==> src/rtl/fpu_pkg.sv <==
// Shared FPU definitions: precision-dependent widths, special-value encodings, operand classes.
package fpu_pkg;

   typedef enum logic [1:0] {CLS_ZERO, CLS_NORM, CLS_INF, CLS_NAN} cls_e;

   function automatic int fpu_size(input int dbl);
      return (dbl != 0) ? 64 : 32;
   endfunction

   function automatic int fpu_exp(input int dbl);
      return (dbl != 0) ? 11 : 8;
   endfunction

   function automatic int fpu_mant(input int dbl);
      return (dbl != 0) ? 52 : 23;
   endfunction

   localparam logic [31:0] QNAN32 = 32'h7FC0_0000;
   localparam logic [63:0] QNAN64 = 64'h7FF8_0000_0000_0000;
   localparam logic [31:0] INF32  = 32'h7F80_0000;
   localparam logic [63:0] INF64  = 64'h7FF0_0000_0000_0000;

   // Returned right-aligned in 64 bits; callers truncate to their SIZE.
   function automatic logic [63:0] fpu_qnan(input int dbl);
      return (dbl != 0) ? QNAN64 : {32'h0, QNAN32};
   endfunction

   function automatic logic [63:0] fpu_inf(input int dbl);
      return (dbl != 0) ? INF64 : {32'h0, INF32};
   endfunction

endpackage

==> src/rtl/fpu_lzc.sv <==
// Parametrised leading-zero counter, purely combinational; all-zero input returns W.
module fpu_lzc #(
   parameter  int W  = 27,
   localparam int CW = $clog2(W + 1)
) (
   input  logic [W-1:0]  in_i,
   output logic [CW-1:0] cnt_o
);

   // Highest set bit is visited last and therefore wins.
   always_comb begin
      cnt_o = CW'(W);
      for (int i = 0; i < W; i++) begin
         if (in_i[i]) cnt_o = CW'(W - 1 - i);
      end
   end

endmodule

==> src/rtl/fpu_add_pipe.sv <==
// Pipelined IEEE-754 add/sub (binary32/64), RNE, denormals flushed; FPU_ADD_FLAGS_EN adds a flags port.
// Capture register + 3 stages: result 3 cycles after accept, 1/cycle; whole pipe holds while result unaccepted.
module fpu_add_pipe
   import fpu_pkg::*;
#(
   parameter  int DOUBLE = 0,
   localparam int SIZE   = fpu_size(DOUBLE)
) (
   input  logic            clk,
   input  logic            rst,
   input  logic            in_valid,
   output logic            in_ready,
   input  logic [SIZE-1:0] a,
   input  logic [SIZE-1:0] b,
   input  logic            sub,
   output logic            out_valid,
   input  logic            out_ready,
`ifdef FPU_ADD_FLAGS_EN
   output logic [2:0]      flags,
`endif
   output logic [SIZE-1:0] result
);

   localparam int EXP  = fpu_exp(DOUBLE);
   localparam int MANT = fpu_mant(DOUBLE);
   localparam int FW   = MANT + 4;          // hidden, mantissa, guard, round, sticky
   localparam int EW   = EXP + 2;
   localparam int LZW  = $clog2(FW + 1);

   localparam logic [SIZE-1:0]      QNAN   = SIZE'(fpu_qnan(DOUBLE));
   localparam logic [SIZE-1:0]      INF    = SIZE'(fpu_inf(DOUBLE));
   localparam logic [EXP-1:0]       EMAX   = '1;
   localparam logic [EXP-1:0]       SHMAX  = EXP'(FW - 1);
   localparam logic signed [EW-1:0] E_ONE  = EW'(1);
   localparam logic signed [EW-1:0] E_ZERO = '0;
   localparam logic signed [EW-1:0] E_MAX  = $signed({2'b00, EMAX});

   function automatic cls_e classify(input logic [EXP-1:0] e, input logic [MANT-1:0] m);
      if (e == '0)        return CLS_ZERO;
      else if (e == EMAX) return (m == '0) ? CLS_INF : CLS_NAN;
      else                return CLS_NORM;
   endfunction

   logic            adv;
   logic            s0_vld_q, s0_sub_q;
   logic [SIZE-1:0] s0_a_q, s0_b_q;
   logic            s1_vld_q, s1_spec_q, s1_sign_q, s1_esub_q;
   logic [SIZE-1:0] s1_sres_q;
   logic [EXP-1:0]  s1_exp_q;
   logic [FW-1:0]   s1_x_q, s1_y_q;
   logic            s2_vld_q, s2_spec_q, s2_sign_q;
   logic [SIZE-1:0] s2_sres_q;
   logic [EXP-1:0]  s2_exp_q;
   logic [FW:0]     s2_sum_q;
   logic            s3_vld_q;
   logic [SIZE-1:0] s3_res_q;

   assign adv       = !s3_vld_q || out_ready;
   assign in_ready  = adv;
   assign out_valid = s3_vld_q;
   assign result    = s3_res_q;

   always_ff @(posedge clk) begin
      if (rst) begin
         s0_vld_q <= 1'b0;
         s0_sub_q <= 1'b0;
         s0_a_q   <= '0;
         s0_b_q   <= '0;
      end else if (adv) begin
         s0_vld_q <= in_valid;
         s0_sub_q <= sub;
         s0_a_q   <= a;
         s0_b_q   <= b;
      end
   end

   // S1: classify, order by magnitude, align Y under X
   logic            sa, sb, sx, sy, swap, ysticky, spec1_d;
   logic [EXP-1:0]  ea, eb, ex, ey, d;
   logic [MANT-1:0] ma, mb, mx, my;
   cls_e            ca, cb, cy;
   logic [FW-2:0]   yraw, yfld;
   logic [SIZE-1:0] sres1_d;
`ifdef FPU_ADD_FLAGS_EN
   logic            inv1_d, s1_inv_q, s2_inv_q;
`endif

   always_comb begin
      sa   = s0_a_q[SIZE-1];
      sb   = s0_b_q[SIZE-1] ^ s0_sub_q;
      ea   = s0_a_q[SIZE-2 -: EXP];
      eb   = s0_b_q[SIZE-2 -: EXP];
      ca   = classify(ea, s0_a_q[MANT-1:0]);
      cb   = classify(eb, s0_b_q[MANT-1:0]);
      ma   = (ca == CLS_ZERO) ? '0 : s0_a_q[MANT-1:0];
      mb   = (cb == CLS_ZERO) ? '0 : s0_b_q[MANT-1:0];
      swap = {eb, mb} > {ea, ma};
      sx   = swap ? sb : sa;
      sy   = swap ? sa : sb;
      ex   = swap ? eb : ea;
      ey   = swap ? ea : eb;
      mx   = swap ? mb : ma;
      my   = swap ? ma : mb;
      cy   = swap ? ca : cb;
      d    = ex - ey;
      yraw = {cy == CLS_NORM, my, 2'b00};
      if (d >= SHMAX) begin
         yfld    = '0;
         ysticky = |yraw;
      end else begin
         yfld    = yraw >> d;
         ysticky = |(yraw & ~({(FW-1){1'b1}} << d));
      end

      spec1_d = 1'b1;
      sres1_d = '0;
`ifdef FPU_ADD_FLAGS_EN
      inv1_d  = 1'b0;
`endif
      if (ca == CLS_NAN || cb == CLS_NAN || (ca == CLS_INF && cb == CLS_INF && sa != sb)) begin
         sres1_d = QNAN;
`ifdef FPU_ADD_FLAGS_EN
         inv1_d  = 1'b1;
`endif
      end else if (ca == CLS_INF) begin
         sres1_d = {sa, INF[SIZE-2:0]};
      end else if (cb == CLS_INF) begin
         sres1_d = {sb, INF[SIZE-2:0]};
      end else if (ca == CLS_ZERO && cb == CLS_ZERO) begin
         sres1_d = {sa & sb, {(SIZE-1){1'b0}}};
      end else begin
         spec1_d = 1'b0;
      end
   end

   always_ff @(posedge clk) begin
      if (rst) begin
         s1_vld_q  <= 1'b0;
         s1_spec_q <= 1'b0;
         s1_sres_q <= '0;
         s1_sign_q <= 1'b0;
         s1_esub_q <= 1'b0;
         s1_exp_q  <= '0;
         s1_x_q    <= '0;
         s1_y_q    <= '0;
`ifdef FPU_ADD_FLAGS_EN
         s1_inv_q  <= 1'b0;
`endif
      end else if (adv) begin
         s1_vld_q  <= s0_vld_q;
         s1_spec_q <= spec1_d;
         s1_sres_q <= sres1_d;
         s1_sign_q <= sx;
         s1_esub_q <= sx ^ sy;
         s1_exp_q  <= ex;
         s1_x_q    <= {1'b1, mx, 3'b000};
         s1_y_q    <= {yfld, ysticky};
`ifdef FPU_ADD_FLAGS_EN
         s1_inv_q  <= inv1_d;
`endif
      end
   end

   // S2: magnitude add/subtract; X >= Y so the difference never goes negative
   logic [FW:0] sum2_d;
   assign sum2_d = s1_esub_q ? ({1'b0, s1_x_q} - {1'b0, s1_y_q})
                             : ({1'b0, s1_x_q} + {1'b0, s1_y_q});

   always_ff @(posedge clk) begin
      if (rst) begin
         s2_vld_q  <= 1'b0;
         s2_spec_q <= 1'b0;
         s2_sres_q <= '0;
         s2_sign_q <= 1'b0;
         s2_exp_q  <= '0;
         s2_sum_q  <= '0;
`ifdef FPU_ADD_FLAGS_EN
         s2_inv_q  <= 1'b0;
`endif
      end else if (adv) begin
         s2_vld_q  <= s1_vld_q;
         s2_spec_q <= s1_spec_q;
         s2_sres_q <= s1_sres_q;
         s2_sign_q <= s1_sign_q;
         s2_exp_q  <= s1_exp_q;
         s2_sum_q  <= sum2_d;
`ifdef FPU_ADD_FLAGS_EN
         s2_inv_q  <= s1_inv_q;
`endif
      end
   end

   // S3: normalise, round to nearest even, pack
   logic [LZW-1:0]       lz;
   logic [FW-1:0]        nrm;
   logic signed [EW-1:0] e_nrm, e_rnd;
   logic [MANT+1:0]      m_rnd;
   logic                 g, r, s, lsb, up;
   logic [SIZE-1:0]      res3_d;
`ifdef FPU_ADD_FLAGS_EN
   logic [2:0]           flg3_d, s3_flg_q;
`endif

   fpu_lzc #(.W(FW)) u_lzc (
      .in_i  (s2_sum_q[FW-1:0]),
      .cnt_o (lz)
   );

   always_comb begin
      if (s2_sum_q[FW]) begin
         nrm   = {s2_sum_q[FW:2], s2_sum_q[1] | s2_sum_q[0]};
         e_nrm = $signed({2'b00, s2_exp_q}) + E_ONE;
      end else begin
         nrm   = s2_sum_q[FW-1:0] << lz;
         e_nrm = $signed({2'b00, s2_exp_q}) - $signed({{(EW-LZW){1'b0}}, lz});
      end
      lsb   = nrm[3];
      g     = nrm[2];
      r     = nrm[1];
      s     = nrm[0];
      up    = g & (r | s | lsb);
      m_rnd = {1'b0, nrm[FW-1:3]} + {{(MANT+1){1'b0}}, up};
      e_rnd = e_nrm + $signed({{(EW-1){1'b0}}, m_rnd[MANT+1]});

      res3_d = '0;
`ifdef FPU_ADD_FLAGS_EN
      flg3_d = 3'b000;
`endif
      if (s2_spec_q) begin
         res3_d = s2_sres_q;
`ifdef FPU_ADD_FLAGS_EN
         flg3_d = {s2_inv_q, 2'b00};
`endif
      end else if (s2_sum_q == '0) begin
         res3_d = '0;
      end else if (e_rnd >= E_MAX) begin
         res3_d = {s2_sign_q, INF[SIZE-2:0]};
`ifdef FPU_ADD_FLAGS_EN
         flg3_d = 3'b011;
`endif
      end else if (e_rnd <= E_ZERO) begin
         res3_d = {s2_sign_q, {(SIZE-1){1'b0}}};
`ifdef FPU_ADD_FLAGS_EN
         flg3_d = 3'b001;
`endif
      end else begin
         res3_d = {s2_sign_q, e_rnd[EXP-1:0], m_rnd[MANT-1:0]};
`ifdef FPU_ADD_FLAGS_EN
         flg3_d = {2'b00, g | r | s};
`endif
      end
   end

   always_ff @(posedge clk) begin
      if (rst) begin
         s3_vld_q <= 1'b0;
         s3_res_q <= '0;
`ifdef FPU_ADD_FLAGS_EN
         s3_flg_q <= 3'b000;
`endif
      end else if (adv) begin
         s3_vld_q <= s2_vld_q;
         s3_res_q <= res3_d;
`ifdef FPU_ADD_FLAGS_EN
         s3_flg_q <= flg3_d;
`endif
      end
   end

`ifdef FPU_ADD_FLAGS_EN
   assign flags = s3_flg_q;
`endif

endmodule

==> config.mk <==
export PLATFORM = sky130hd
export DESIGN_NAME = fpu_add_pipe
export DESIGN_NICKNAME = d
export VERILOG_FILES = /design/src/rtl/fpu_pkg.sv /design/src/rtl/fpu_lzc.sv /design/src/rtl/fpu_add_pipe.sv
export SDC_FILE = /design/constraint.sdc
export NUM_CORES = 1
export LEC_CHECK = 0
export BUFFER_PORTS_ARGS = -buffer_cell sky130_fd_sc_hd__clkbuf_2
export CAP_MARGIN = 10
export CELL_PAD_IN_SITES_DETAIL_PLACEMENT = 0
export CELL_PAD_IN_SITES_GLOBAL_PLACEMENT = 2
export CORE_MARGIN = 2
export CORE_UTILIZATION = 39
export DETAILED_ROUTE_END_ITERATION = 7
export PLACE_DENSITY_LB_ADDON = 0.12
export SLEW_MARGIN = 40
export SYNTH_ARGS = -nofsm -noshare
export SYNTH_HDL_FRONTEND = slang
export SYNTH_HIERARCHICAL = 1
export SYNTH_SLANG_ARGS = --single-unit
==> constraint.sdc <==
create_clock -name clk -period 16.48 [get_ports clk]
set_clock_uncertainty 0.15 [all_clocks]
set_input_delay 2.472 -clock clk [delete_from_list [all_inputs] [get_ports clk]]
set_output_delay 2.472 -clock clk [all_outputs]
set_load 0.02 [all_outputs]
# Word level (Yosys, flattened, before mapping)
# Cells that the tools add are included.
[op_classes] n_reduce_logical=16 bitwise_logic=9 mux=59 shift=3 n_lt_le_gt_ge=4 add_sub_neg=7 n_eq_ne=8
[ops] op="2-to-1 mux 32 bit" count=6
[ops] op="2-to-1 mux 23 bit" count=4
[ops] op="2-to-1 mux 5 bit" count=16
[ops] op="2-to-1 mux 31 bit" count=2
[ops] op="logical NOT 23 bit" count=2
[ops] op="2-to-1 mux 4 bit" count=8
[ops] op="> comparator 31 bit" count=1
[ops] op="adder 27 x 27 -> 28 bit" count=1
[ops] op="logical NOT 28 bit" count=1
[ops] op="2-to-1 mux 28 bit" count=1
[ops] op="subtractor 27 x 27 -> 28 bit" count=1
[ops] op="2-to-1 mux 27 bit" count=1
[ops] op="left shift 27 x 5 -> 27 bit" count=1
[ops] op="bitwise AND 26 bit" count=1
[ops] op="2-to-1 mux 26 bit" count=1
[ops] op="inverter 26 bit" count=1
[ops] op="OR reduction 26 bit" count=1
[ops] op="left shift 26 x 8 -> 26 bit (first input constant)" count=1
[ops] op="right shift 26 x 8 -> 26 bit" count=1
[ops] op="adder 24 x 1 -> 25 bit" count=1
[ops] op="OR reduction 24 bit" count=1
[ops] op="== test 8 bit (second input constant)" count=2
[ops] op="logical NOT 8 bit" count=2
[ops] op="2-to-1 mux 8 bit" count=2
[ops] op="20 further kinds" count=47
[totals] input_bits=69 elab_cells=126 out_inout_bits=34 register_bits=265

# Depth between registers and ports, before layout
# Gate-level depths: netlist (run 1).
[depth] depth_word=39 mapped_depth=29 depth_no_buf=27

# Modules after synthesis
# Netlist (run 1), hierarchy kept.
[by_module_without_submodules] mod="fpu_add_pipe" cells_each=2158 seq_area_each_um2=4144.0 area_per_inst_um2=15835.2 n_inst=1
[by_module_without_submodules] mod="fpu_lzc" cells_each=51 seq_area_each_um2=0.0 area_per_inst_um2=277.8 n_inst=1

# Worst setup path after synthesis (run 1)
# Ideal clock, no wire load.
[synth_path] path_kind="input -> output" start="input out_ready" end="output in_ready" slack_ns=10.312 arrival_time_ns=3.546 cell_stages=5 path_cell_list="nor2b_1 > inv_1 > clkbuf_1 > clkbuf_1 > buf_1"
[synth_via] elab_chain_len=1
[synth_rtl] item="from (decl)" line="fpu_add_pipe.sv:17" text="input logic out_ready,"
[synth_rtl] item="logical OR 1 bit" line="fpu_add_pipe.sv:58" text="assign adv = !s3_vld_q || out_ready;"
[synth_rtl] item="to (decl)" line="fpu_add_pipe.sv:12" text="output logic in_ready,"
# No other way between the ends.

# Worst setup path in the final report (run 1)
[layout_path] start="register s2_sum_q[15]" end="register s3_res_q[21], in the netlist result[21]"
[layout_via] elab_chain_len=24 elab_cells_between_ends=28
[layout_rtl] item="from (decl)" line="fpu_add_pipe.sv:54" text="logic [FW:0] s2_sum_q;"
[layout_rtl] item="from (signal assigned)" line="fpu_add_pipe.sv:186" text="s2_sum_q <= sum2_d;"
[layout_rtl] item="2-to-1 mux 5 bit (*) (12 in a row)" line="fpu_lzc.sv:14" text="if (in_i[i]) cnt_o = CW'(W - 1 - i);"
[layout_rtl] item="named net lz[3]" line="fpu_add_pipe.sv:194" text="logic [LZW-1:0] lz;"
[layout_rtl] item="left shift 27 x 5 -> 27 bit" line="fpu_add_pipe.sv:214" text="nrm = s2_sum_q[FW-1:0] << lz;"
[layout_rtl] item="2-to-1 mux 27 bit" line="fpu_add_pipe.sv:210" text="if (s2_sum_q[FW]) begin"
[layout_rtl] item="bitwise OR 1 bit (2 in a row)" line="fpu_add_pipe.sv:221" text="up = g & (r | s | lsb);"
[layout_rtl] item="bitwise AND 1 bit" line="fpu_add_pipe.sv:221"
[layout_rtl] item="adder 24 x 1 -> 25 bit" line="fpu_add_pipe.sv:222" text="m_rnd = {1'b0, nrm[FW-1:3]} + {{(MANT+1){1'b0}}, up};"
[layout_rtl] item="adder 10 x 2 -> 10 bit" line="fpu_add_pipe.sv:223" text="e_rnd = e_nrm + $signed({{(EW-1){1'b0}}, m_rnd[MANT+1]});"
[layout_rtl] item="<= comparator 10 x 1 -> 1 bit" line="fpu_add_pipe.sv:241" text="end else if (e_rnd <= E_ZERO) begin"
[layout_rtl] item="2-to-1 mux 31 bit" line="fpu_add_pipe.sv:241"
[layout_rtl] item="2-to-1 mux 31 bit (*)" line="fpu_add_pipe.sv:236" text="end else if (e_rnd >= E_MAX) begin"
[layout_rtl] item="2-to-1 mux 32 bit (*)" line="fpu_add_pipe.sv:234" text="end else if (s2_sum_q == '0) begin"
[layout_rtl] item="2-to-1 mux 32 bit (*)" line="fpu_add_pipe.sv:229" text="if (s2_spec_q) begin"
[layout_rtl] item="to (signal assigned)" line="fpu_add_pipe.sv:263" text="s3_res_q <= res3_d;"
[layout_rtl] item="to (decl)" line="fpu_add_pipe.sv:56" text="logic [SIZE-1:0] s3_res_q;"
# Mark *: on every way through the listed nets, which the timed path passes. The rest lies on a longest branch.
# A chain may end at the register's enable or synchronous reset.

==> reports/qor.csv, run 1 <==
metric,value,unit
dieWidth,207.3,microns
seqPwrFrac,27.3,%
wire_per_inst,21.82,microns
tightest_slew,0.8669,ns
fin_total_pwr,0.002199,W
hold_buffers,0,
top_usage_layer,met2,
core_area,40830,sq um
synth_edf_count,0,
path_buf_inv,2,
power_density,122.9,nW/um^2
via_count,16350,
finalSetupTns,0,ns
slew_headroom,41.60,%
r2r-start,s2_sum_q[15],
dieArea,42960,sq um
dr.first_iter.drc_count,1340,
antenna_left,0,
grt_usage,27.33,%
p_int,0.001288,W
critical_path.max_stage_delay,0.67,ns
routed_wl,60.46,mm
io_buffers,102,
clock_sinks,207,
grt_max_degree,119,
yosysUniqueCellTypes,89,
final_cell_mix,"nand2_1, a21oi_1, nor2_1",
syn_inst,2209,
cp-start-kind,register,
cp-endpoint,result[21],
crit_family,simple AND/OR/NAND/NOR gates,
routabilityCongestion,0.8937,
clk_pin_slew,0.06,ns
cts_tree,done,
syn_nets,2371,
switching_power,0.0009108,W
synth_area,16110,sq um
antenna_found_initial,0,
ios,103,
post_cts_buffers,0,
nNetsFinal,2381,
cts_buffer_depth,3,
rsz0062_at_grt,false,
drive_above_1_share,11.52,%
cp_common_cell,nor2_1,
max_freq,0.1379,GHz
reg2reg_to,result[21],
crit_start,s2_sum_q[15],
area_growth,11.04,%
fin_ws,9.229,ns
grt_overflow,0,
crit_path_end_kind,register,
postSynthAreaPerCell,7.294,sq um
grt_use_met1,37.26,%
seq_area_frac_synth,25.72,%
clkPwrFrac,28.2,%
cts_buffers,26,
grt_use_met3,2.405,%
avgViaCountPerCell,5.899,
layout_min_cycle_time,7.251,ns
hold_path_class,reg -> reg,
antennaDiodeCount,0,
post_cts_resized,0,
insertion_delay,0.57,ns
worst-path-stages,28,
report.final.hold_viol_count,0,
grt_pass1_vias,15700,
drc,0,
use_met2,46.26,%
drt-pass1-iter-count,6,
crit_slowest_cell,nor4_1,
holdWs,0.3006,ns
cp_max_fo,22,
finalCritPeriodShare,44.00,%
swShare,41.42,%
grt_pass1_wl,94.23,mm
cap_violations,0,
pre_cts_ws,9.250,ns
setup_viol_count_final,0,
cts_max_level,1,
slew_viol_final,0,
p_comb_share,44.5,%
r2r_cells,28,
cp.required,16.79,ns
synth-seq-cells,207,
status,finished clean,
cts_root_buffer,clkbuf_16,
row_count,74,
synth_top_flop_cell,dfxtp_1,
ys_async_sr_fraction,0,%
hpwl,45.65,mm
start_util,39.46,%
ir_worst_vdd,0.00008414,V
worstSetupPathType,reg -> reg,
die-height,207.3,microns
arrival,7.56,ns
p_leak,7.124,nW
final_common_cell,nand2_1,
rrSetupSlack,9.23,ns
ys_warn_count,6,
==> stage by stage <==
step	util (%)	instances	cell area, sq um
2_1_floorplan	-	2209	16110
5_1_grt	43.82	2771	17890
3_5_place_dp	41.54	2723	16960
4_1_cts	43.80	2771	17880
3_3_place_gp	41.48	2723	16940
6_report	43.82	2771	17890
==> cell families (layout without fill, tap and decap cells) <==
logic type      after synthesis  count (layout)  synth area share (%)
simple gates                881             881                 24.51
compound gates              642             642                 24.99
buf+inv                     238             268                 5.855
flops                       207             207                 25.72
fa+ha+maj                    93              93                 7.315
mux                          88              88                 8.309
xor+xnor                     60              60                 3.308
==> registers in the layout (all words and copies together) (netlist names), 3 cells and up <==
| register | count |
|---|---|
| s1_sres_q | 3 |
| s2_exp_q | 8 |
| s1_x_q | 24 |
| result | 32 |
| s0_a_q | 32 |
| s2_sres_q | 3 |
| s1_exp_q | 8 |
| s1_y_q | 27 |
| s2_sum_q | 28 |
| s0_b_q | 32 |
==> synth_stat cells, types with 15 or more instances <==
master,instances,area share [%]
nor4_1,33,1.3
mux2_2,16,1.1
mux2i_1,37,2.3
nand2_1,370,8.6
clkbuf_1,106,2.5
a31oi_1,16,0.62
ha_1,91,7.1
dfxtp_1,207,26
and2_1,32,1.2
o31ai_1,22,1.0
inv_1,89,2.1
nand3_1,68,2.1
a22oi_1,15,0.70
o21ai_0,121,3.8
a21o_1,16,0.75
a211oi_1,58,2.7
xnor2_1,35,1.9
a21oi_1,237,7.4
nor2_1,219,5.1
nand4_1,25,0.97
nor3_1,54,1.7
mux4_2,35,4.9
xor2_1,24,1.3
buf_1,21,0.49
==> power groups by stage <==
stage | Combinational (W) | Sequential (W) | Clock, W
floorplan | 0.000704 | 0.000598 | 0
global placement | 0.000976 | 0.000609 | 0
detailed placement | 0.000967 | 0.000610 | 0
CTS | 0.000973 | 0.000599 | 0.000632
global route | 0.00107 | 0.000605 | 0.000652
finish | 0.000979 | 0.000600 | 0.000620
==> final cells by class <==
type	instances	area (sq um)
inverter	92	350.3
fill	4232	22940
tap	532	665.6
multi-input combinational	1764	11080
clock inverter	13	209.0
sequential	207	4144
clock buffer	35	714.4
timing repair buffer	128	725.7
==> worst register-to-register path, delay by kind of cell, from the launching register on <==
kind / cells / cell delay, ns
AOI/OAI and AO/OA: 6 / 1.24
adders and majority gates: 2 / 0.43
buffers and inverters: 2 / 0.48
DFF: 1 / 0.50
and+or+nand+nor: 18 / 4.37
==> worst min path at each step <==
stage	to	slack, ns	cells past startpoint	from
floorplan	s2_sign_q	0.28	2	s2_sign_q
global placement	s1_vld_q	0.29	2	s1_vld_q
detailed placement	s1_vld_q	0.30	2	s1_vld_q
finish	s1_vld_q	0.30	2	s1_vld_q
CTS	s1_vld_q	0.30	2	s1_vld_q
global route	result[6]	0.32	2	result[6]
==> layer usage <==
metal	routed length, microns	vias to the layer above
met5	0	-
met4	1801	0
met3	2465	93
met2	28490	434
met1	27710	7855
li1	-	7964
(Power assumes the default switching activity.)
==> run 2: changes to the inputs <==
CORE_UTILIZATION = 36   (was 39)
clock period = 6.75 ns   (was 16.48 ns; I/O delays follow)
==> run 2 against run 1 <==
  * Sequential cell count unchanged
  * Non-clock buffer count grew 61
  * Utilization is 1.9 points lower
  * Count of clock-buffer cells in the layout rose by 4
  * Sequential power increased by 140%
==> reports/qor.csv, run 2 (synthesized netlist as in run 1, its figures left out) <==
metric,value,unit
status,finished clean,
worstHoldStart,s2_sres_q[31],
utilization,41.89,%
area_growth,14.96,%
row_count,77,
cts_tree,done,
via_count,16760,
grt_usage,25.96,%
dieWidth,215.6,microns
die-height,215.6,microns
report.final.hold_viol_count,0,
ir_worst_vdd,0.0001895,V
drive_above_1_share,14.76,%
layout_min_cycle_time,6.228,ns
clk_pin_slew,0.06,ns
core_area,44220,sq um
clock_sinks,207,
cp_max_fo,18,
cts_buffer_depth,3,
slew_viol_final,0,
cp-start-kind,register,
antenna_left,0,
final_area,18520,sq um
pre_cts_ws,0.1987,ns
avgViaCountPerCell,5.788,
final_cell_mix,"nand2_1, a21oi_1, nor2_1",
dr.first_iter.drc_count,1383,
cts_buffers,27,
cp.required,7.04,ns
slew_headroom,45.63,%
cts_max_level,1,
dieArea,46470,sq um
ios,103,
io_buffers,102,
hpwl,46.82,mm
fin_total_pwr,0.005502,W
insertion_delay,0.57,ns
drc,0,
wire_per_inst,21.26,microns
nNetsFinal,2444,
hold_buffers,0,
grt_overflow,0,
finalSetupTns,0,ns
grt_pass1_wl,95.84,mm
antennaDiodeCount,0,
fillers,4647,
worstSetupPathType,reg -> reg,
grt_pass1_vias,16100,
hold_path_class,reg -> reg,
arrival,6.52,ns
crit_start,s0_a_q[23],
max_freq,0.1606,GHz
crit_path_end_kind,register,
finalCritPeriodShare,92.26,%
power_density,297.0,nW/um^2
routed_wl,61.55,mm
grt_max_degree,88,
drt-pass1-iter-count,5,
setup_viol_count_final,0,
routabilityCongestion,0.9155,
p_leak,7.446,nW
antenna_found_initial,0,
start_util,36.44,%
r2r-start,s0_a_q[23],
rsz0062_at_grt,false,
place_area,17440,sq um
cts_root_buffer,clkbuf_16,
final_common_cell,nand2_1,
fin_ws,0.5223,ns
tightest_slew,0.8125,ns
cap_violations,0,
==> run 2: changes by cell type in the layout (fill, tap and decap cells not counted), moves of 4 or more <==
cell       previous run  this run
clkbuf_8              4        10
bufinv_16             5         0
clkbuf_1              6         2
buf_4                23        83
==> run 2: worst paths after layout <==
check	end	slack [ns]	depth (start not counted)
setup / recovery	s1_y_q[0]	0.52	25
hold / removal	s2_sres_q[31]	0.30	2
setup reg to reg	s1_y_q[0]	0.52	25
hold reg to reg	s2_sres_q[31]	0.30	2
==> run 2: where the power goes <==
part / total [W] / leakage (nW) / internal [W] / switching, W
clock network: 0.00145 / 0.446 / 0.000851 / 0.000604
registers: 0.00146 / 1.70 / 0.00132 / 0.000138
logic: 0.00259 / 5.30 / 0.00101 / 0.00157
total: 0.00550 / 7.45 / 0.00319 / 0.00231
==> run 2: metal layers <==
| layer | share of wire, % | track usage, % | routed length, microns | up-vias |
|---|---|---|---|---|
| li1 | - | - | - | 8117 |
| met1 | 45 | 34.76 | 27540 | 8097 |
| met2 | 49 | 45.00 | 29940 | 463 |
| met3 | 4.4 | 2.424 | 2684 | 78 |
| met4 | 2.3 | 6.161 | 1386 | 0 |
| met5 | 0 | 0 | 0 | - |
==> run 2: metrics by stage <==
step / cells / hold WS (ns)
final: 2895 / 0.3002
after global routing: 2895 / 0.3166
after CTS: 2886 / 0.3044
after detailed placement: 2836 / 0.2937
after global placement: 2836 / 0.2891
after floorplan: 2209 / 0.2817
==> run 2: worst max-delay path, cell delays in order, from the launching register on <==
cell	delay (ns)
dfxtp_1	0.36
nor4_1	0.35
nand2_2	0.29
buf_4	0.26
nand2_1	0.16
ha_1	0.18
a21o_1	0.11
nand3_1	0.07
a2111oi_0	0.67
o31a_1	0.32
nor3_2	0.06
o211ai_1	0.23
a21boi_0	0.22
ha_1	0.22
nor2_1	0.07
and3_1	0.15
a21oi_1	0.12
o31ai_1	0.14
a21o_1	0.24
o21a_1	0.18
o41ai_1	0.45
buf_4	0.19
o2111ai_1	0.16
a2111oi_0	0.41
and4_1	0.24
a31oi_1	0.07
==> run 2: layout make-up <==
class                           count  area, sq um  share of cell area, %
Sequential cell                   207         4148                  22.39
Clock buffer                       39        820.8                  4.431
Timing Repair Buffer              189         1202                  6.491
Multi-Input combinational cell   1765        11170                  60.29
Inverter                           92        350.3                  1.891
Tap cell                          592        740.7                  3.999
Clock inverter                     11        92.59                 0.4999
==> run 2: timing repair <==
| action | 4_1_cts | 5_1_grt |
|---|---|---|
| setup endpoints to repair | 0 | 29 |
| setup buffers | 0 | 8 |
| gates resized for setup | 0 | 23 |
==> run 3: changes to the inputs <==
CORE_UTILIZATION = 37   (was 36)
CTS_BUF_LIST = sky130_fd_sc_hd__clkbuf_4   (was unset)
==> run 3 against run 2 <==
  * Routed wire length up 0.18%
  * Critical path depth up 3
  * Global-route usage up 1.3 points
  * Count of clock-buffer cells in the layout up 51
  * Via count up 0.56%
  * Sequential cell count unchanged
  * First-iteration DRC count down 17%
  * Clock power down 16%
  * Maximum frequency down 0.85%
  * Utilization up 0.82 points
  * Final area down 0.68%
  * Register-to-register slack worse by 0.05 ns
==> reports/qor.csv, run 3 (synthesized netlist as in run 1, its figures left out) <==
metric,value,unit
rrSetupSlack,0.47,ns
area_growth,14.17,%
p_leak,7.485,nW
cp_max_fo,21,
grt_pass1_wl,95.79,mm
grt_overflow,0,
antenna_found_initial,1,
utilization,42.71,%
grt_usage,27.26,%
dieArea,45230,sq um
power_density,284.9,nW/um^2
place_area,17490,sq um
final_area,18400,sq um
crit_family,compound AO/OA/AOI/OAI gates,
switching_power,0.002303,W
io_buffers,102,
routabilityCongestion,0.9098,
worstSetupPathType,reg -> reg,
slew_viol_final,0,
row_count,76,
ios,103,
crit_slowest_cell,dfxtp_1,
cts_buffer_depth,3,
final_cell_mix,"nand2_1, a21oi_1, nor2_1",
via_count,16850,
cp-start-kind,register,
dr.first_iter.drc_count,1147,
insertion_delay,0.85,ns
cts_buffers,61,
drt-pass1-iter-count,5,
nNetsFinal,2479,
cts_max_level,2,
clkPwrFrac,23.2,%
dpl.cell_count,2835,
crit_path_end_kind,register,
final_common_cell,nand2_1,
cts_tree,done,
path_buf_inv,3,
hpwl,46.75,mm
p_int,0.002938,W
hold_buffers,0,
tightest_slew,0.7853,ns
status,finished clean,
report.final.hold_viol_count,0,
cap_violations,0,
routed_wl,61.66,mm
cts_root_buffer,clkbuf_4,
grt_pass1_vias,16310,
drc,0,
clk_pin_slew,0.07,ns
setup_viol_count_final,0,
fillers,4602,
core_area,43080,sq um
grt_max_degree,104,
swShare,43.94,%
layout_min_cycle_time,6.281,ns
max_freq,0.1592,GHz
finalCritPeriodShare,93.06,%
arrival,6.79,ns
fin_cells,2953,
p_comb_share,49.1,%
seqPwrFrac,27.7,%
drive_above_1_share,16.27,%
ir_worst_vdd,0.0001093,V
die-height,212.7,microns
hold_path_class,in -> reg,
critical_path.max_stage_delay,0.54,ns
avgViaCountPerCell,5.705,
holdWs,0.2410,ns
wire_per_inst,20.88,microns
start_util,37.41,%
antenna_left,0,
cp.required,7.26,ns
dieWidth,212.7,microns
slew_headroom,46.29,%
clock_sinks,207,
fin_total_pwr,0.005241,W
-- run 3: cell count changes in the layout (fill, tap and decap cells not counted), sizes merged --
cell and change:
buf +2, clkinv +17, diode +1, a21oi -1, inv -2, clkinvlp -3
clkbuf +51
-- run 3: timing repair --
action,4_1_cts,5_1_grt
setup endpoints to repair,0,29
buffers inserted,0,4
gates resized for setup,0,18
-- run 3: path summary, 6_finish.rpt --
path                       from            end  depth (start not counted)
setup / recovery    s2_sum_q[3]     result[21]                         28
hold / removal             b[0]      s0_b_q[0]                          3
setup reg to reg    s2_sum_q[3]     result[21]                         28
hold reg to reg   s2_sres_q[31]  s2_sres_q[31]                          2
-- run 3: worst min-delay path: cells and delay by family --
kind,cells,cell delay (ns)
and+or+nand+nor,1,0.04
buffers and inverters,1,0.08
AOI/OAI and AO/OA,1,0.06
-- run 3: cell type report --
type | instances | area [sq um] | area share (%)
flip-flops and latches | 207 | 4145 | 22.53
diodes | 1 | 2.502 | 0.01360
clock buffers | 90 | 675.6 | 3.673
inverters | 92 | 350.3 | 1.904
multi-input cells | 1764 | 11150 | 60.59
repair buffers | 191 | 1230 | 6.686
clock inverters | 23 | 113.9 | 0.6189
well taps | 585 | 732.0 | 3.979
-- run 3: per-stage QoR --
step	worst slack (ns)	TNS, ns
5_1_grt	-0.004998	-0.007562
6_report	0.4687	0
2_1_floorplan	0.6314	0
3_5_place_dp	0.2170	0
4_1_cts	0.1290	0
3_3_place_gp	0.3451	0
-- run 3: per-layer routing --
metal / GRT usage (%) / share of wire [%]
met2: 45.89 / 47
met4: 9.187 / 2.8
met1: 35.86 / 45
met3: 3.721 / 4.7
met5: 0 / 0
-- run 3: power groups by stage --
stage                     logic, W  clock network, W  registers, W
after floorplan            0.00172                 0       0.00146
after global placement     0.00253                 0       0.00147
after detailed placement   0.00250                 0       0.00148
after CTS                  0.00251           0.00127       0.00145
after global routing       0.00281           0.00132       0.00146
final                      0.00257           0.00122       0.00145
